[src/rtl/pipe_stage_reg.sv]
// Pipeline stage register with valid/ready handshake and a two-entry skid buffer.
// in_ready comes straight from state, so downstream stalls never reach upstream combinationally.
module pipe_stage_reg #(
  parameter int unsigned       WIDTH     = 32,
  parameter logic [WIDTH-1:0]  RESET_VAL = '0
) (
  input  logic             clk,
  input  logic             clear,
  input  logic             flush,
  input  logic             in_valid,
  output logic             in_ready,
  input  logic [WIDTH-1:0] in_data,
  output logic             out_valid,
  input  logic             out_ready,
  output logic [WIDTH-1:0] out_data,
  output logic [1:0]       count
);

  typedef enum logic [1:0] {
    EMPTY = 2'd0,
    ONE   = 2'd1,
    FULL  = 2'd2
  } state_t;

  state_t           state_q, state_d;
  logic [WIDTH-1:0] main_q, main_d;
  logic [WIDTH-1:0] skid_q, skid_d;
  logic             in_fire, out_fire;

  assign in_ready  = (state_q != FULL) && !clear;
  assign out_valid = (state_q != EMPTY);
  assign out_data  = main_q;
  assign in_fire   = in_valid && in_ready;
  assign out_fire  = out_valid && out_ready;

  always_comb begin
    count = 2'd0;
    case (state_q)
      ONE:     count = 2'd1;
      FULL:    count = 2'd2;
      default: count = 2'd0;
    endcase
  end

  // Flush drops validity only; the data registers keep whatever they held.
  always_comb begin
    state_d = state_q;
    main_d  = main_q;
    skid_d  = skid_q;
    if (flush) begin
      state_d = EMPTY;
    end else begin
      case (state_q)
        EMPTY: begin
          if (in_fire) begin
            state_d = ONE;
            main_d  = in_data;
          end
        end
        ONE: begin
          if (in_fire && out_fire) begin
            main_d = in_data;
          end else if (in_fire) begin
            state_d = FULL;
            skid_d  = in_data;
          end else if (out_fire) begin
            state_d = EMPTY;
          end
        end
        FULL: begin
          if (out_fire) begin
            state_d = ONE;
            main_d  = skid_q;
          end
        end
        default: state_d = EMPTY;
      endcase
    end
  end

  always_ff @(posedge clk) begin
    if (clear) begin
      state_q <= EMPTY;
      main_q  <= RESET_VAL;
      skid_q  <= RESET_VAL;
    end else begin
      state_q <= state_d;
      main_q  <= main_d;
      skid_q  <= skid_d;
    end
  end

endmodule

[config.mk]
export PLATFORM = sky130hd
export DESIGN_NAME = pipe_stage_reg
export DESIGN_NICKNAME = d
export VERILOG_FILES = /design/src/rtl/pipe_stage_reg.sv
export SDC_FILE = /design/constraint.sdc
export NUM_CORES = 1
export LEC_CHECK = 0
export CORE_MARGIN = 8
export CORE_UTILIZATION = 58
export DETAILED_ROUTE_END_ITERATION = 10
export DONT_BUFFER_PORTS = 1
export GPL_ROUTABILITY_DRIVEN = 0
export GPL_TIMING_DRIVEN = 0
export PLACE_DENSITY = 0.81
export REMOVE_ABC_BUFFERS = 1
export SLEW_MARGIN = 5
export SYNTH_ARGS = -nofsm -noshare
export SYNTH_HDL_FRONTEND = slang
export SYNTH_SLANG_ARGS = --single-unit
[constraint.sdc]
create_clock -name clk -period 2.16 [get_ports clk]
set_clock_uncertainty 0.05 [all_clocks]
set_input_delay 0.216 -clock clk [delete_from_list [all_inputs] [get_ports clk]]
set_output_delay 0.216 -clock clk [all_outputs]
set_load 0.02 [all_outputs]
==> results.py <==
metrics = {
    "logic_synthesis": {
        "netlist.area_leader.share_pct": 42.3,
        "synth-main-ff-cell": "dfxtp_1",
        "synth_cell_types": 26,
        "synthCells": 351,
        "ys_seq_elements": 66,
        "avgSynthCellArea_um2": 8.90,
        "synth_edf_count": 0,
        "synth_area_leaders": "dfxtp_1 42%, mux2i_1 11%, o211ai_1 7.7%, or3b_2 7.3%, a21oi_1 5.4%",
        "yosysMostFrequentCell": "dfxtp_1",
        "ys_top_cells_by_count": "66 x dfxtp_1, 34 x a21oi_1, 33 x mux2i_1, 33 x nand2_1",
        "yosysWarnings": 0,
        "ys_seq_area_share_pct": 42.3,
        "syn_area_um2": 3120,
        "synth.largest_area_cell": "dfxtp_1",
        "synthArstFlopShare_pct": 0,
    },
    "sta": {
        "timing.hold.ws_ns": 0.0124,
        "setup_violations": 0,
        "slew_headroom_pct": 25.9,
        "tns_ns": 0,
        "worst_slack_ns": 0.220,
        "hold_viol_final": 0,
        "grt_setup_unrepaired": "no",
        "max_freq_mhz": 515,
        "finalCritPeriodShare_pct": 89.8,
        "min_period_ns": 1.94,
        "final-max-slew-violation-count": 0,
        "worstMarginPinSlew_ns": 1.11,
    },
    "floorplanning": {
        "rows": 26,
        "die_y_um": 89.4,
        "dieWidth_um": 89.4,
        "boundaryPins": 73,
        "die-area_um2": 7990,
        "core_area_um2": 5140,
        "start_util_pct": 60.8,
    },
    "critical_path": {
        "crit_buf_inv": 1,
        "arrival_ns": 1.67,
        "path_cells": "nor2b_4 > buf_16",
        "crit_path_max_fanout": 42,
        "path_delay_family": "flip-flops",
        "critPathKind": "flip-flop to output pin",
        "slowest_delay_ns": 0.63,
        "crit_slowest_cell": "dfxtp_4",
        "cp.required_ns": 1.89,
        "worst_setup_path_end_kind": "output pin",
        "critPathLaunchType": "flip-flop",
    },
    "cts": {
        "tritoncts.num_buffers": 9,
        "cts_tree": "done",
        "root_buffer": "clkbuf_8",
        "clock_path_buffers": 2,
        "clock_latency_ns": 0.32,
        "clkTransAtPathRegs_ns": 0.07,
        "cts.sinks": 66,
        "cts.htree.levels": 3,
    },
    "cells_and_area": {
        "area_delta_synth_final_pct": 19.2,
        "multi_input_area_um2": 1630,
        "seq_area_um2": 1330,
        "drive_gt1_share_pct": 16.6,
        "fill_cells": 395,
        "stdcell_area_um2": 3720,
        "fin_nets": 406,
        "diodes": 0,
    },
    "power": {
        "finalPower_mw": 2.44,
        "p_per_area_nw_per_um2": 655,
        "cellLeakagePower_nw": 1.38,
        "ir_worst_vdd_mv": 0.589,
    },
    "run": {
        "maxCapViolations": 0,
    },
    "placed_design": {
        "portBuffers": 0,
        "dp_hpwl_mm": 5.05,
        "dpl_cell_area_um2": 3160,
        "detailedPlace.worstSlack_ns": -0.710,
    },
    "routing": {
        "wl_per_cell_um": 19.8,
        "vias_per_cell": 6.35,
        "num_vias": 2818,
        "drc": 0,
        "drt.antenna.violating_nets": 0,
        "totalWireLength_mm": 8.80,
        "drt_pass1_iterations": 4,
        "first_iter_violations": 195,
    },
    "min_path": {
        "hp-class": "input pin to flip-flop",
    },
    "global_route": {
        "grt-ovfl-total": 0,
        "antenna_found_initial": 0,
        "grt_max_degree": 43,
        "grt_pass1_wl_mm": 14.3,
        "grt_use_total_pct": 23.0,
        "grt_pass1_vias": 2794,
    },
    "outcome": {
        "status": "completed",
    },
}
[cells by family (layout without fill, tap and decap cells)]
group,count (synthesis),in the layout,share of synthesized area [%]
DFF,66,66,42.3
and+or+nand+nor,111,111,21.8
muxes,33,33,10.6
AOI/OAI and AO/OA,100,100,19.3
buffers and inverters,41,64,6.09
[where the power goes]
group,switching [mW],internal [mW]
combinational,0.125,0.122
clock,0.428,0.444
sequential,0.0692,1.25
[worst register-to-register path: stages, from the launching register on]
cell and delay [ns]:
dfxtp_4 0.60, or4b_4 0.71, o21ai_0 0.29, a21oi_1 0.12
[registers in the layout, indices dropped and copies added (netlist names)]
signal / flops
skid_q: 32
state_q: 2
out_data: 32
[final cells by class]
cell class,count,area share [%]
Clock buffer,13,4.00
Clock inverter,3,0.403
Inverter,2,0.202
Multi-Input combinational cell,244,43.9
Sequential cell,66,35.7
Tap cell,70,2.35
Timing Repair Buffer,46,13.4
[final timing paths]
kind	startpoint	cells past startpoint	slack, ns	end
worst max-delay path	state_q[1]	2	0.22	count[1]
worst min-delay path	in_data[10]	2	0.01	skid_q[10]
worst max register to register	state_q[0]	3	0.27	skid_q[9]
worst min register to register	skid_q[0]	2	0.42	skid_q[0]
[layout by cell type (no fill, tap or decap), types with 2 or more instances in the layout]
cell type / instances
dfxtp_1: 64
a21oi_1: 34
nand2_1: 33
mux2i_1: 33
dlygate4sd3_1: 33
o211ai_1: 32
nand3_1: 32
o21ai_0: 27
or3b_2: 26
clkbuf_8: 10
or3b_1: 7
o21ai_1: 5
buf_4: 5
clkbuf_1: 3
clkinv_2: 3
buf_6: 3
nor2_1: 2
buf_12: 2
buf_8: 2
dfxtp_4: 2
[metrics by stage]
| stage | util (%) | instances |
|---|---|---|
| 6_report | 72.4 | 444 |
| 5_1_grt | 72.4 | 444 |
| 4_1_cts | 72.3 | 444 |
| 3_5_place_dp | 61.4 | 389 |
| 3_3_place_gp | 58.9 | 382 |
| 2_1_floorplan | - | 312 |
[per-layer routing]
layer / part of all wire (%) / wire length, um / up-vias / GRT usage (%)
met2: 50 / 4390 / 124 / 39.1
met4: 0.58 / 51 / 0 / 5.74
met1: 40 / 3540 / 1380 / 27.7
li1: - / - / 1308 / -
met5: 0 / 0 / - / 0
met3: 9.3 / 815 / 6 / 6.62
[timing repair]
item	CTS	global route
resized for setup	4	1
hold endpoints to repair	33	0
hold buffers	34	0
pin swaps	1	0
setup endpoints to repair	69	5
setup buffers	5	0
No activity file was read; power rests on OpenSTA's default activity.
